--- src/rtl/bit_serial_adder.sv ---
`default_nettype none
// ============================================================================
// Module      : bit_serial_adder
// Description : Adds two WIDTH-bit operands plus a carry-in using a single
//               1-bit full-adder cell that is reused once per clock cycle.
//               One result takes WIDTH cycles. Valid/ready handshake on both
//               sides.
// Revision    : 1.0 - initial release
// ----------------------------------------------------------------------------
// Parameters
//   WIDTH      operand / sum width in bits (2..64), default 16
// Ports
//   clk        clock, rising edge
//   rst_n      asynchronous active-low reset
//   in_valid   operands and c_in valid
//   in_ready   block accepts operands (high only in IDLE)
//   add_1      operand 1
//   add_2      operand 2
//   c_in       initial carry
//   out_valid  sum / c_out valid (high only in DONE)
//   out_ready  consumer takes the result
//   sum        registered result, modulo 2^WIDTH
//   c_out      registered carry out of bit WIDTH-1
//   ovf        registered signed overflow (only when BIT_SERIAL_ADDER_OVF_EN
//              is defined)
// Configuration macro
//   BIT_SERIAL_ADDER_OVF_EN  adds the ovf output and its logic
// ============================================================================
module bit_serial_adder #(
  parameter int WIDTH = 16
) (
  input  logic             clk,
  input  logic             rst_n,
  input  logic             in_valid,
  output logic             in_ready,
  input  logic [WIDTH-1:0] add_1,
  input  logic [WIDTH-1:0] add_2,
  input  logic             c_in,
  output logic             out_valid,
  input  logic             out_ready,
  output logic [WIDTH-1:0] sum,
  output logic             c_out
`ifdef BIT_SERIAL_ADDER_OVF_EN
  ,
  output logic             ovf
`endif
);

  localparam int c_CNT_W = (WIDTH > 1) ? $clog2(WIDTH) : 1;
  localparam logic [c_CNT_W-1:0] c_CNT_LAST = c_CNT_W'(WIDTH - 1);
  localparam logic [c_CNT_W-1:0] c_CNT_ONE  = c_CNT_W'(1);

  typedef enum logic [1:0] {
    IDLE = 2'd0,
    RUN  = 2'd1,
    DONE = 2'd2
  } state_t;

  state_t             r_state;
  state_t             w_state_next;
  logic [WIDTH-1:0]   r_a;
  logic [WIDTH-1:0]   r_b;
  logic [WIDTH-1:0]   r_sum;
  logic               r_carry;
  logic               r_c_out;
  logic [c_CNT_W-1:0] r_cnt;
  logic               w_last;
  logic               w_fa_sum;
  logic               w_fa_carry;

  // The one and only full-adder cell: operand LSBs plus the carry FF.
  assign w_fa_sum   = r_a[0] ^ r_b[0] ^ r_carry;
  assign w_fa_carry = (r_a[0] & r_b[0]) | (r_a[0] & r_carry) | (r_b[0] & r_carry);

  assign w_last = (r_cnt == c_CNT_LAST);

  // --------------------------------------------------------------------------
  // FSM state register
  // --------------------------------------------------------------------------
  always_ff @(posedge clk or negedge rst_n) begin
    if (!rst_n) begin
      r_state <= IDLE;
    end else begin
      r_state <= w_state_next;
    end
  end

  // --------------------------------------------------------------------------
  // FSM next-state and handshake outputs
  // --------------------------------------------------------------------------
  always_comb begin
    w_state_next = r_state;
    in_ready     = 1'b0;
    out_valid    = 1'b0;
    case (r_state)
      IDLE: begin
        in_ready = 1'b1;
        if (in_valid) begin
          w_state_next = RUN;
        end
      end
      RUN: begin
        if (w_last) begin
          w_state_next = DONE;
        end
      end
      DONE: begin
        out_valid = 1'b1;
        if (out_ready) begin
          w_state_next = IDLE;
        end
      end
      default: begin
        w_state_next = IDLE;
      end
    endcase
  end

  // --------------------------------------------------------------------------
  // Datapath: operand shifters, sum shifter, carry FF, bit counter
  // --------------------------------------------------------------------------
  always_ff @(posedge clk or negedge rst_n) begin
    if (!rst_n) begin
      r_a     <= '0;
      r_b     <= '0;
      r_sum   <= '0;
      r_carry <= 1'b0;
      r_c_out <= 1'b0;
      r_cnt   <= '0;
    end else begin
      case (r_state)
        IDLE: begin
          if (in_valid) begin
            r_a     <= add_1;
            r_b     <= add_2;
            r_carry <= c_in;
            r_cnt   <= '0;
          end
        end
        RUN: begin
          r_a     <= {1'b0, r_a[WIDTH-1:1]};
          r_b     <= {1'b0, r_b[WIDTH-1:1]};
          // Right shift: after WIDTH steps the first computed bit sits at bit 0.
          r_sum   <= {w_fa_sum, r_sum[WIDTH-1:1]};
          r_carry <= w_fa_carry;
          r_cnt   <= r_cnt + c_CNT_ONE;
          // c_out keeps the previous result until the final bit is computed.
          if (w_last) begin
            r_c_out <= w_fa_carry;
          end
        end
        default: begin
        end
      endcase
    end
  end

`ifdef BIT_SERIAL_ADDER_OVF_EN
  logic r_ovf;

  // On the last step the carry FF holds the carry into the MSB and the cell
  // produces the carry out of it.
  always_ff @(posedge clk or negedge rst_n) begin
    if (!rst_n) begin
      r_ovf <= 1'b0;
    end else if ((r_state == RUN) && w_last) begin
      r_ovf <= r_carry ^ w_fa_carry;
    end
  end

  assign ovf = r_ovf;
`endif

  assign sum   = r_sum;
  assign c_out = r_c_out;

endmodule
`default_nettype wire

--- config.mk ---
export PLATFORM = sky130hd
export DESIGN_NAME = bit_serial_adder
export DESIGN_NICKNAME = d
export VERILOG_FILES = /design/src/rtl/bit_serial_adder.sv
export SDC_FILE = /design/constraint.sdc
export NUM_CORES = 1
export LEC_CHECK = 0
export CORE_UTILIZATION = 47
export CTS_BUF_LIST = sky130_fd_sc_hd__clkbuf_8
export CTS_CLUSTER_DIAMETER = 200
export CTS_CLUSTER_SIZE = 40
export DETAILED_ROUTE_END_ITERATION = 7
export HOLD_SLACK_MARGIN = 0.02
export PLACE_DENSITY = 0.74
export SYNTH_ARGS = -nofsm -noshare
export SYNTH_HDL_FRONTEND = slang
export SYNTH_SLANG_ARGS = --single-unit
--- constraint.sdc ---
create_clock -name clk -period 3.3 [get_ports clk]
set_input_delay 0.99 -clock clk [delete_from_list [all_inputs] [get_ports clk]]
set_output_delay 0.99 -clock clk [all_outputs]
set_load 0.05 [all_outputs]
After elaboration in Yosys (flattened, before gate mapping)
Index checks and enable logic that the tools add are counted.

word-level totals
  memories = 0
  bits in writable memories = 0
  logic and storage cells = 40
  register bits = 56
  input bits = 37
  bits in latches = 0
  ROM bits = 0

cells by class
  div/mod/pow operators = 0
  bitwise gates (word level) = 7
  shifts and indexed selects = 0
  add/subtract/negate cells = 1
  multipliers = 0
  multiplexer cells = 14
  reduce and logical (&&, ||, !) cells = 5
  equality and inequality tests = 6
  magnitude comparators = 0

operator list
  kind                   count
  $pmux W16 S2           2
  $mux W16               2
  $pmux W4 S2            1
  $mux W2                3
  $ne A2 B2 Y1 const B   3
  $pmux W2 S3            1
  $add A4 B1 Y4 const B  1
  $eq A4 B4 Y1 const B   1
  $mux W4                1
  $reduce_and A2 Y1      2
  $and A1 B1 Y1          3
  $mux W1                3
  $reduce_and A3 Y1      1
  $eq A2 B1 Y1 const B   1
  $eq A2 B2 Y1 const B   1
  $logic_not A2 Y1       1
  $or A1 B1 Y1           2
  $pmux W1 S2            1
  $reduce_bool A2 Y1     1
  $xor A1 B1 Y1          2

Logic depth before layout (Yosys ltp)
Gate-level depths: netlist of run 1.

  depth after elaboration = 4
  mapped depth = 5

Worst setup path before layout of run 1
No wires, ideal clock.

  path type = register to output
  start = reg r_state[1]
  end = out in_ready
  arrival = 1.407 ns
  stages on the path, launching flop included = 4
  required time = 2.310 ns
  setup slack = 0.903 ns
  path buffers = 2
  cell sequence = dfrtp_1 -> buf_4 -> clkbuf_1 -> nor2_1

on the way
  longest elaborated chain between the ends = 2

ends and longest elaborated chain
  element                 line  RTL
  from (decl)             59    state_t r_state;
  from (signal assigned)  84    r_state <= w_state_next;
  $logic_not A2 Y1        95    case (r_state)
  $mux W1                 95
  to (decl)               35    output logic in_ready,

No other way between the ends.

Worst setup path in the final report of run 1
  start = reg r_state[0]
  end = out in_ready

Same word-level chain as after synthesis.

==> results of run 1 <==
-- area by class of cell --
| class | instances | area (um2) | area share (%) |
|---|---|---|---|
| Tap cell | 72 | 90.09 | 2.609 |
| Multi-Input combinational cell | 202 | 1260 | 36.49 |
| Inverter | 1 | 3.754 | 0.1087 |
| Clock inverter | 2 | 7.507 | 0.2174 |
| Clock buffer | 6 | 82.58 | 2.391 |
| Timing Repair Buffer | 62 | 608.1 | 17.61 |
| Sequential cell | 56 | 1401 | 40.58 |
-- synthesized netlist by cell type (all sizes together) --
| library cell | number | share of area, % |
|---|---|---|
| dfrtp | 56 | 50 |
| nand4 | 1 | 0.22 |
| nand3 | 2 | 0.36 |
| mux2 | 2 | 0.80 |
| nor2 | 2 | 0.27 |
| a22o | 2 | 0.62 |
| nand2 | 52 | 6.9 |
| inv | 1 | 0.13 |
| o21ai | 35 | 6.2 |
| o21bai | 1 | 0.40 |
| a22oi | 31 | 8.3 |
| and2b | 6 | 1.6 |
| buf | 15 | 4.7 |
| nand2b | 2 | 0.44 |
| ha | 1 | 0.44 |
| a21oi | 33 | 9.9 |
| a41oi | 1 | 0.31 |
| clkbuf | 7 | 0.93 |
| nor2b | 29 | 6.5 |
| fa | 1 | 0.71 |
| o311ai | 1 | 0.31 |
-- registers in the layout (all words and copies together) (netlist names) --
signal,count
r_b,16
r_state,2
r_a,16
c_out,1
r_cnt,4
r_carry,1
sum,16
-- how the worst max path moves through the flow --
stage / from / end / slack (ns) / depth (start not counted)
2_1_floorplan: r_state[1] / in_ready / 0.90 / 3
3_3_place_gp: in_valid / r_b[2] / 0.95 / 5
3_5_place_dp: in_valid / r_b[0] / 0.93 / 5
4_1_cts: r_state[0] / in_ready / 0.67 / 2
5_1_grt: r_state[0] / in_ready / 0.62 / 2
6_report: r_state[0] / in_ready / 0.67 / 2
-- through the flow --
step | instances | setup WS (ns) | power [uW]
finish | 401 | 0.6693 | 2735
global route | 401 | 0.6211 | 2917
CTS | 401 | 0.6681 | 2760
detailed placement | 393 | 0.9269 | 2383
global placement | 393 | 0.9523 | 2349
floorplan | 281 | 0.9030 | 2021
-- per-layer routing --
layer	vias to the layer above	GRT usage (%)	share of wire, %
met5	-	0	0
met4	0	6.000	1.1
met3	6	3.563	4.8
met2	49	31.21	44
met1	1052	28.91	50
li1	1070	-	-
-- report_power, final --
part           switching (uW)  internal (uW)  total, uW
registers                 199            938       1140
logic                     739            486       1220
clock network             207            166        373
total                    1150           1590       2730
-- critical path: stages (launching register included) --
cell,delay [ns]
sky130_fd_sc_hd__dfrtp_1,0.40
sky130_fd_sc_hd__nor2_1,0.12
sky130_fd_sc_hd__clkdlybuf4s50_1,0.81
-- kinds of logic (layout without fill, tap and decap cells) --
logic type                 count (synthesis)  in the layout
AOI/OAI and AO/OA                        104            104
and+or+nand+nor                           94             94
buffers and inverters                     23             71
muxes                                      2              2
DFF                                       56             56
adders and majority gates                  2              2
==> run_summary.xml, run 1 <==
<?xml version="1.0" encoding="UTF-8"?>
<metrics>
  <group name="run_status">
    <metric name="run_status" unit="">finished, final reports clean</metric>
  </group>
  <group name="route">
    <metric name="post-route-drc-count" unit="">0</metric>
    <metric name="routed-via-count" unit="">2177</metric>
    <metric name="firstDrtPassIters" unit="">4</metric>
    <metric name="drt_antenna_net_count" unit="">0</metric>
    <metric name="wirelength" unit="mm">5.904</metric>
    <metric name="drt_first_iter_violations" unit="">178</metric>
    <metric name="routed_length_per_placed_instance" unit="um">14.72</metric>
    <metric name="avgViaCountPerCell" unit="">5.429</metric>
  </group>
  <group name="sta">
    <metric name="fin_setup_tns" unit="ns">0</metric>
    <metric name="grt_setup_unrepaired" unit="">no</metric>
    <metric name="min_period_over_period" unit="%">79.72</metric>
    <metric name="slew_violations" unit="">0</metric>
    <metric name="fin_worst_hold_slack" unit="ns">0.4888</metric>
    <metric name="slew-limit-headroom" unit="%">56.93</metric>
    <metric name="fmaxAchievable" unit="MHz">380.1</metric>
    <metric name="skew" unit="ns">0.005411</metric>
    <metric name="finalWorstPathRequiredPeriod" unit="ns">2.631</metric>
    <metric name="hold_violations" unit="">0</metric>
    <metric name="timing_worst_slew_pin_value" unit="ns">0.6461</metric>
    <metric name="final-setup-viol-count" unit="">0</metric>
  </group>
  <group name="grt">
    <metric name="grt_usage" unit="%">20.19</metric>
    <metric name="wire_length_of_the_first_global_routing_pass" unit="mm">9.894</metric>
    <metric name="grt_start_max_net_pins" unit="">41</metric>
    <metric name="initial_antenna_violation_count" unit="">0</metric>
    <metric name="grt_pass1_vias" unit="">2066</metric>
    <metric name="globalRoute.totalOverflow" unit="">0</metric>
  </group>
  <group name="finish">
    <metric name="final_nets" unit="">367</metric>
    <metric name="antenna_cells_inserted" unit="">0</metric>
    <metric name="commonest_non_fill_non_tap_cell_in_the_layout" unit="">sky130_fd_sc_hd__dfrtp_1</metric>
    <metric name="area_delta_synth_final" unit="%">22.83</metric>
    <metric name="drive_gt1_share" unit="%">14.89</metric>
    <metric name="layout.filler_cells" unit="">484</metric>
    <metric name="finish.instance_area" unit="mm2">0.003453</metric>
    <metric name="layout.cells.most_common_list" unit="">56 x sky130_fd_sc_hd__dfrtp_1, 53 x sky130_fd_sc_hd__clkdlybuf4s50_1, 52 x sky130_fd_sc_hd__nand2_1, 35 x sky130_fd_sc_hd__o21ai_1, 31 x sky130_fd_sc_hd__a22oi_1</metric>
    <metric name="layout.core_utilization" unit="%">61.21</metric>
  </group>
  <group name="run">
    <metric name="max_cap_violations" unit="">0</metric>
  </group>
  <group name="pwr">
    <metric name="irDropWorstVdd" unit="mV">0.4816</metric>
    <metric name="power-per-cell-area" unit="mW/mm2">791.9</metric>
    <metric name="power_leakage" unit="uW">0.001506</metric>
  </group>
  <group name="clock_network">
    <metric name="ctsHoldBuffers" unit="">0</metric>
    <metric name="maximum_buffer_depth_of_the_clock_tree" unit="">2</metric>
    <metric name="cts_htree_levels" unit="">2</metric>
    <metric name="postCtsResizedCells" unit="">0</metric>
    <metric name="cts.sink_count" unit="">56</metric>
    <metric name="cts.clk_slew.worst_paths" unit="ns">0.09</metric>
    <metric name="postCtsSetupBuffers" unit="">0</metric>
    <metric name="ctsRootBufferMaster" unit="">sky130_fd_sc_hd__clkbuf_8</metric>
    <metric name="worst_skew_pair.late_latency" unit="ns">0.30</metric>
    <metric name="tritoncts" unit="">built</metric>
    <metric name="cts-buffers-inserted" unit="">5</metric>
  </group>
  <group name="critical_path">
    <metric name="crit_fanout" unit="">2</metric>
    <metric name="reg2reg_from" unit="">r_state[0]</metric>
    <metric name="reg2reg_depth" unit="">5</metric>
    <metric name="worstReg2RegEnd" unit="">r_a[7]</metric>
    <metric name="cp_data_arrival_time" unit="ns">1.64</metric>
    <metric name="worst-r2r-setup-slack" unit="ns">1.38</metric>
    <metric name="worst_setup_path_end_kind" unit="">primary output</metric>
    <metric name="worstSetupPathType" unit="">reg2out</metric>
    <metric name="cp-start-kind" unit="">register</metric>
    <metric name="worst_ep_required_time" unit="ns">2.31</metric>
  </group>
  <group name="hold_path">
    <metric name="hp-start" unit="">sum[0]</metric>
    <metric name="hold_path_class" unit="">reg2reg</metric>
    <metric name="holdPathEnd" unit="">sum[0]</metric>
    <metric name="holdPathStages" unit="">2</metric>
  </group>
  <group name="floorplan">
    <metric name="ioPinCount" unit="">56</metric>
    <metric name="design.die.area" unit="mm2">0.006295</metric>
    <metric name="initial_core_util" unit="%">49.83</metric>
    <metric name="die_w" unit="um">79.34</metric>
    <metric name="fp.dieH" unit="um">79.34</metric>
    <metric name="core_area" unit="mm2">0.005642</metric>
    <metric name="placement_rows" unit="">27</metric>
  </group>
  <group name="yosys">
    <metric name="synthAdderAreaFrac" unit="%">1.157</metric>
    <metric name="ys_seq_area_share" unit="%">49.84</metric>
    <metric name="netlist_area" unit="mm2">0.002811</metric>
    <metric name="combinational_family_with_the_most_area_after_synthesis" unit="">compound AO/OA/AOI/OAI gates</metric>
    <metric name="syn_inst" unit="">281</metric>
    <metric name="synth-simple-area-share" unit="%">16.38</metric>
    <metric name="mappedNetlistNets" unit="">320</metric>
    <metric name="synth.avg_cell_area" unit="um2">10.01</metric>
    <metric name="complex_gate_fraction_of_the_synthesized_area" unit="%">26.03</metric>
    <metric name="synth.yosys.warnings" unit="">0</metric>
    <metric name="synth.ff_latch_count" unit="">56</metric>
    <metric name="synth-xor-area-share" unit="%">0</metric>
    <metric name="synthDistinctLibCells" unit="">26</metric>
    <metric name="synth.area.mux_share" unit="%">0.8011</metric>
  </group>
  <group name="placement">
    <metric name="gpl_congestion" unit="">0.7209</metric>
    <metric name="port-buffer-count" unit="">55</metric>
    <metric name="place.detailed.hpwl" unit="mm">3.811</metric>
    <metric name="dpl-instance-area" unit="mm2">0.003363</metric>
  </group>
</metrics>
No activity file was read; power rests on OpenSTA's default activity.
==> run 2, diff against run 1 <==
==> constraint.sdc (replaced) <==
create_clock -name clk -period 2.5 [get_ports clk]
set_input_delay 0.75 -clock clk [delete_from_list [all_inputs] [get_ports clk]]
set_output_delay 0.75 -clock clk [all_outputs]
set_load 0.05 [all_outputs]
==> run_summary.xml, run 2 (same netlist as run 1, synthesis figures left out) <==
<?xml version="1.0" encoding="UTF-8"?>
<metrics>
  <group name="finish">
    <metric name="layout.core_utilization" unit="%">61.88</metric>
    <metric name="layout.filler_cells" unit="">512</metric>
    <metric name="layout.cells.most_common_list" unit="">56 x sky130_fd_sc_hd__dfrtp_1, 52 x sky130_fd_sc_hd__nand2_1, 52 x sky130_fd_sc_hd__clkdlybuf4s50_1, 35 x sky130_fd_sc_hd__o21ai_1, 31 x sky130_fd_sc_hd__a22oi_1</metric>
    <metric name="drive_gt1_share" unit="%">15.81</metric>
    <metric name="area_delta_synth_final" unit="%">24.17</metric>
    <metric name="antenna_cells_inserted" unit="">0</metric>
    <metric name="commonest_non_fill_non_tap_cell_in_the_layout" unit="">sky130_fd_sc_hd__dfrtp_1</metric>
    <metric name="final_nets" unit="">367</metric>
  </group>
  <group name="route">
    <metric name="routed-via-count" unit="">2173</metric>
    <metric name="wirelength" unit="mm">5.723</metric>
    <metric name="routed_length_per_placed_instance" unit="um">14.27</metric>
    <metric name="firstDrtPassIters" unit="">4</metric>
    <metric name="post-route-drc-count" unit="">0</metric>
    <metric name="drt_antenna_net_count" unit="">0</metric>
    <metric name="avgViaCountPerCell" unit="">5.419</metric>
    <metric name="drt_first_iter_violations" unit="">158</metric>
  </group>
  <group name="grt">
    <metric name="globalRoute.totalOverflow" unit="">0</metric>
    <metric name="grt_pass1_vias" unit="">2115</metric>
    <metric name="initial_antenna_violation_count" unit="">0</metric>
    <metric name="grt_usage" unit="%">19.73</metric>
    <metric name="grt_start_max_net_pins" unit="">50</metric>
    <metric name="wire_length_of_the_first_global_routing_pass" unit="mm">9.701</metric>
  </group>
  <group name="clock_network">
    <metric name="cts.sink_count" unit="">56</metric>
    <metric name="tritoncts" unit="">built</metric>
    <metric name="postCtsSetupBuffers" unit="">0</metric>
    <metric name="cts_htree_levels" unit="">2</metric>
    <metric name="ctsRootBufferMaster" unit="">sky130_fd_sc_hd__clkbuf_8</metric>
    <metric name="postCtsResizedCells" unit="">0</metric>
    <metric name="worst_skew_pair.late_latency" unit="ns">0.31</metric>
    <metric name="cts-buffers-inserted" unit="">5</metric>
    <metric name="cts.clk_slew.worst_paths" unit="ns">0.11</metric>
    <metric name="ctsHoldBuffers" unit="">0</metric>
    <metric name="maximum_buffer_depth_of_the_clock_tree" unit="">2</metric>
  </group>
  <group name="floorplan">
    <metric name="initial_core_util" unit="%">49.83</metric>
    <metric name="die_w" unit="um">79.34</metric>
    <metric name="placement_rows" unit="">27</metric>
    <metric name="design.die.area" unit="mm2">0.006295</metric>
    <metric name="core_area" unit="mm2">0.005642</metric>
    <metric name="ioPinCount" unit="">56</metric>
    <metric name="fp.dieH" unit="um">79.34</metric>
  </group>
  <group name="placement">
    <metric name="gpl_congestion" unit="">0.7398</metric>
    <metric name="place.detailed.hpwl" unit="mm">3.734</metric>
    <metric name="port-buffer-count" unit="">55</metric>
  </group>
  <group name="hold_path">
    <metric name="hold_path_class" unit="">in2async</metric>
  </group>
  <group name="critical_path">
    <metric name="worst_setup_path_end_kind" unit="">primary output</metric>
    <metric name="family_with_the_most_delay_on_the_worst_path" unit="">buffers and inverters</metric>
    <metric name="worst_ep_required_time" unit="ns">1.75</metric>
    <metric name="cp_cell_sequence" unit="">clkdlybuf4s50_1</metric>
    <metric name="path_buf_inv" unit="">1</metric>
    <metric name="cp-start-kind" unit="">register</metric>
    <metric name="crit_fanout" unit="">3</metric>
    <metric name="cp_data_arrival_time" unit="ns">1.53</metric>
    <metric name="crit_slowest_cell" unit="">sky130_fd_sc_hd__clkdlybuf4s50_1</metric>
    <metric name="cpPeakStageDelay" unit="ns">0.81</metric>
    <metric name="worstSetupPathType" unit="">reg2out</metric>
  </group>
  <group name="run_status">
    <metric name="run_status" unit="">finished, final reports clean</metric>
  </group>
  <group name="pwr">
    <metric name="irDropWorstVdd" unit="mV">0.5729</metric>
    <metric name="power_leakage" unit="uW">0.001508</metric>
    <metric name="post-layout-total-power" unit="uW">3624</metric>
    <metric name="power-per-cell-area" unit="mW/mm2">1038</metric>
  </group>
  <group name="sta">
    <metric name="slew-limit-headroom" unit="%">28.79</metric>
    <metric name="min_period_over_period" unit="%">91.00</metric>
    <metric name="final-setup-viol-count" unit="">0</metric>
    <metric name="hold_violations" unit="">0</metric>
    <metric name="fmaxAchievable" unit="MHz">439.5</metric>
    <metric name="fin_setup_tns" unit="ns">0</metric>
    <metric name="skew" unit="ns">0.01033</metric>
    <metric name="slew_violations" unit="">0</metric>
    <metric name="timing_worst_slew_pin_value" unit="ns">1.066</metric>
    <metric name="finalWorstPathRequiredPeriod" unit="ns">2.275</metric>
    <metric name="grt_setup_unrepaired" unit="">no</metric>
  </group>
  <group name="run">
    <metric name="max_cap_violations" unit="">0</metric>
  </group>
</metrics>
[run 2: path summary, 6_finish.rpt]
kind / start / endpoint / slack, ns / cells after the start
max: sum[15] / sum[15] / 0.22 / 1
min: rst_n / sum[9] / 0.42 / 1
max reg2reg: r_state[1] / c_out / 0.36 / 3
min reg2reg: sum[1] / sum[0] / 0.49 / 2
max in group asynchronous: rst_n / r_a[10] / 1.49 / 2
min in group clk: sum[1] / sum[0] / 0.49 / 2
[run 2: metal layers]
metal	GRT usage (%)	up-vias	wire, um
met3	4.483	4	250
met2	31.21	51	2571
li1	-	1071	-
met5	0	-	0
met1	26.76	1047	2848
met4	6.545	0	52
[run 2: area by class of cell]
cell class,count,area [um2],area share (%)
clock inverter,3,23.77,0.6810
tap,72,90.09,2.581
sequential,56,1401,40.14
inverter,1,3.754,0.1075
multi-input combinational,202,1260,36.09
clock buffer,5,68.82,1.971
timing repair buffer,62,643.1,18.42
[run 2: report_power, final]
part / internal, uW / switching [uW] / total [uW]
logic: 652 / 964 / 1620
clock network: 199 / 299 / 498
registers: 1240 / 272 / 1510
[run 2: per-stage QoR]
stage / instances / worst slack (ns) / hold WS [ns] / instance area, um2
2_1_floorplan: 281 / 0.3430 / 0.4544 / 2811
3_3_place_gp: 393 / 0.3890 / 0.4620 / 3398
3_5_place_dp: 393 / 0.3545 / 0.4759 / 3398
4_1_cts: 401 / 0.2164 / 0.4490 / 3491
5_1_grt: 401 / 0.1496 / 0.4626 / 3491
6_report: 401 / 0.2249 / 0.4240 / 3491
==> run 3, diff against run 2 <==
--- a/config.mk
+++ b/config.mk
@@ -5,6 +5,7 @@
 export SDC_FILE = /design/constraint.sdc
 export NUM_CORES = 1
 export LEC_CHECK = 0
+export CORE_MARGIN = 4
 export CORE_UTILIZATION = 47
 export CTS_BUF_LIST = sky130_fd_sc_hd__clkbuf_8
 export CTS_CLUSTER_DIAMETER = 200
==> constraint.sdc (replaced) <==
create_clock -name clk -period 2.9 [get_ports clk]
set_input_delay 0.87 -clock clk [delete_from_list [all_inputs] [get_ports clk]]
set_output_delay 0.87 -clock clk [all_outputs]
set_load 0.05 [all_outputs]
==> run_summary.xml, run 3 (same netlist as run 1, synthesis figures left out) <==
<?xml version="1.0" encoding="UTF-8"?>
<metrics>
  <group name="sta">
    <metric name="skew" unit="ns">0.01035</metric>
    <metric name="slew-limit-headroom" unit="%">55.33</metric>
    <metric name="grt_setup_unrepaired" unit="">no</metric>
    <metric name="timing_worst_slew_pin_value" unit="ns">0.6701</metric>
    <metric name="fin_setup_tns" unit="ns">0</metric>
    <metric name="slew_violations" unit="">0</metric>
    <metric name="min_period_over_period" unit="%">82.24</metric>
    <metric name="fin_worst_hold_slack" unit="ns">0.4821</metric>
    <metric name="hold_violations" unit="">0</metric>
    <metric name="fmaxAchievable" unit="MHz">419.3</metric>
    <metric name="final-setup-viol-count" unit="">0</metric>
    <metric name="finalWorstPathRequiredPeriod" unit="ns">2.385</metric>
  </group>
  <group name="route">
    <metric name="firstDrtPassIters" unit="">4</metric>
    <metric name="post-route-drc-count" unit="">0</metric>
    <metric name="routed_length_per_placed_instance" unit="um">14.95</metric>
    <metric name="avgViaCountPerCell" unit="">5.378</metric>
    <metric name="routed-via-count" unit="">2162</metric>
    <metric name="drt_antenna_net_count" unit="">0</metric>
    <metric name="drt_first_iter_violations" unit="">105</metric>
    <metric name="wirelength" unit="mm">6.011</metric>
  </group>
  <group name="placement">
    <metric name="place.detailed.hpwl" unit="mm">4.069</metric>
    <metric name="gpl_congestion" unit="">0.7450</metric>
    <metric name="port-buffer-count" unit="">55</metric>
  </group>
  <group name="critical_path">
    <metric name="worstSetupPathType" unit="">reg2out</metric>
    <metric name="family_with_the_most_delay_on_the_worst_path" unit="">buffers and inverters</metric>
    <metric name="cp_cell_sequence" unit="">clkdlybuf4s50_1</metric>
    <metric name="worst_setup_path_end_kind" unit="">primary output</metric>
    <metric name="cp_data_arrival_time" unit="ns">1.51</metric>
    <metric name="path_buf_inv" unit="">1</metric>
    <metric name="cp-start-kind" unit="">register</metric>
    <metric name="worst_ep_required_time" unit="ns">2.03</metric>
    <metric name="crit_fanout" unit="">3</metric>
    <metric name="crit_slowest_cell" unit="">sky130_fd_sc_hd__clkdlybuf4s50_1</metric>
    <metric name="cpPeakStageDelay" unit="ns">0.82</metric>
  </group>
  <group name="finish">
    <metric name="commonest_non_fill_non_tap_cell_in_the_layout" unit="">sky130_fd_sc_hd__dfrtp_1</metric>
    <metric name="layout.cells.most_common_list" unit="">56 x sky130_fd_sc_hd__dfrtp_1, 52 x sky130_fd_sc_hd__nand2_1, 52 x sky130_fd_sc_hd__clkdlybuf4s50_1, 35 x sky130_fd_sc_hd__o21ai_1, 31 x sky130_fd_sc_hd__a22oi_1</metric>
    <metric name="area_delta_synth_final" unit="%">23.85</metric>
    <metric name="drive_gt1_share" unit="%">15.76</metric>
    <metric name="final_nets" unit="">368</metric>
    <metric name="layout.core_utilization" unit="%">61.72</metric>
    <metric name="antenna_cells_inserted" unit="">0</metric>
  </group>
  <group name="floorplan">
    <metric name="initial_core_util" unit="%">49.83</metric>
    <metric name="die_w" unit="um">85.34</metric>
    <metric name="core_area" unit="mm2">0.005642</metric>
    <metric name="fp.dieH" unit="um">85.34</metric>
    <metric name="placement_rows" unit="">27</metric>
    <metric name="design.die.area" unit="mm2">0.007283</metric>
    <metric name="ioPinCount" unit="">56</metric>
  </group>
  <group name="grt">
    <metric name="grt_start_max_net_pins" unit="">40</metric>
    <metric name="initial_antenna_violation_count" unit="">0</metric>
    <metric name="grt_usage" unit="%">17.33</metric>
    <metric name="grt_pass1_vias" unit="">2129</metric>
    <metric name="wire_length_of_the_first_global_routing_pass" unit="mm">10.40</metric>
    <metric name="globalRoute.totalOverflow" unit="">0</metric>
  </group>
  <group name="clock_network">
    <metric name="postCtsSetupBuffers" unit="">0</metric>
    <metric name="maximum_buffer_depth_of_the_clock_tree" unit="">2</metric>
    <metric name="cts-buffers-inserted" unit="">5</metric>
    <metric name="cts.clk_slew.worst_paths" unit="ns">0.10</metric>
    <metric name="ctsHoldBuffers" unit="">0</metric>
    <metric name="cts.sink_count" unit="">56</metric>
    <metric name="tritoncts" unit="">built</metric>
    <metric name="cts_htree_levels" unit="">2</metric>
    <metric name="postCtsResizedCells" unit="">0</metric>
    <metric name="ctsRootBufferMaster" unit="">sky130_fd_sc_hd__clkbuf_8</metric>
    <metric name="worst_skew_pair.late_latency" unit="ns">0.30</metric>
  </group>
  <group name="pwr">
    <metric name="power-per-cell-area" unit="mW/mm2">894.2</metric>
    <metric name="power_leakage" unit="uW">0.001512</metric>
    <metric name="post-layout-total-power" unit="uW">3114</metric>
    <metric name="irDropWorstVdd" unit="mV">0.4638</metric>
  </group>
  <group name="hold_path">
    <metric name="hold_path_class" unit="">reg2reg</metric>
  </group>
  <group name="run">
    <metric name="max_cap_violations" unit="">0</metric>
  </group>
  <group name="run_status">
    <metric name="run_status" unit="">finished, final reports clean</metric>
  </group>
</metrics>
run 3: cell count changes in the layout (fill, tap and decap cells not counted), sizes merged:
cell	delta
buf	+1
clkinvlp	-1
inv	+1
run 3: per-layer routing:
layer	GRT usage [%]	vias to the layer above	share of wire, %
li1	-	1072	-
met1	25.46	1039	48
met2	25.99	46	46
met3	3.786	5	4.7
met4	4.317	0	1.0
met5	0	-	0
run 3: area by class of cell:
type | count | area [um2]
inverters | 1 | 3.754
well taps | 72 | 90.09
clock buffers | 5 | 68.82
fillers | 473 | 2160
repair buffers | 63 | 638.1
multi-input cells | 202 | 1260
flip-flops and latches | 56 | 1401
clock inverters | 3 | 20.02
run 3: stage by stage:
step | cell area (um2) | std cells | worst slack [ns]
2_1_floorplan | 2811 | 281 | 0.6230
3_3_place_gp | 3393 | 394 | 0.7129
3_5_place_dp | 3393 | 394 | 0.6699
4_1_cts | 3482 | 402 | 0.4998
5_1_grt | 3482 | 402 | 0.4601
6_report | 3482 | 402 | 0.5150
run 3: path summary, 6_finish.rpt:
check / startpoint / endpoint / slack, ns / depth (start not counted)
max in group asynchronous: rst_n / r_a[5] / 1.72 / 2
hold reg to reg: sum[0] / sum[0] / 0.48 / 2
min in group asynchronous: rst_n / sum[10] / 0.58 / 1
hold / removal: sum[0] / sum[0] / 0.48 / 2
setup reg to reg: r_state[0] / r_cnt[3] / 1.14 / 3
setup / recovery: sum[3] / sum[3] / 0.52 / 1
run 3: tightest hold or removal path, stage by stage (launching register included):
cell                      delay [ns]
sky130_fd_sc_hd__dfrtp_1        0.35
sky130_fd_sc_hd__nand2_1        0.05
sky130_fd_sc_hd__nand2_1        0.06
run 3: power by group:
part	total [uW]	switching [uW]	leakage, uW	internal (uW)
clock network	417	248	0.0000455	169
registers	1310	239	0.000731	1070
logic	1390	832	0.000735	559
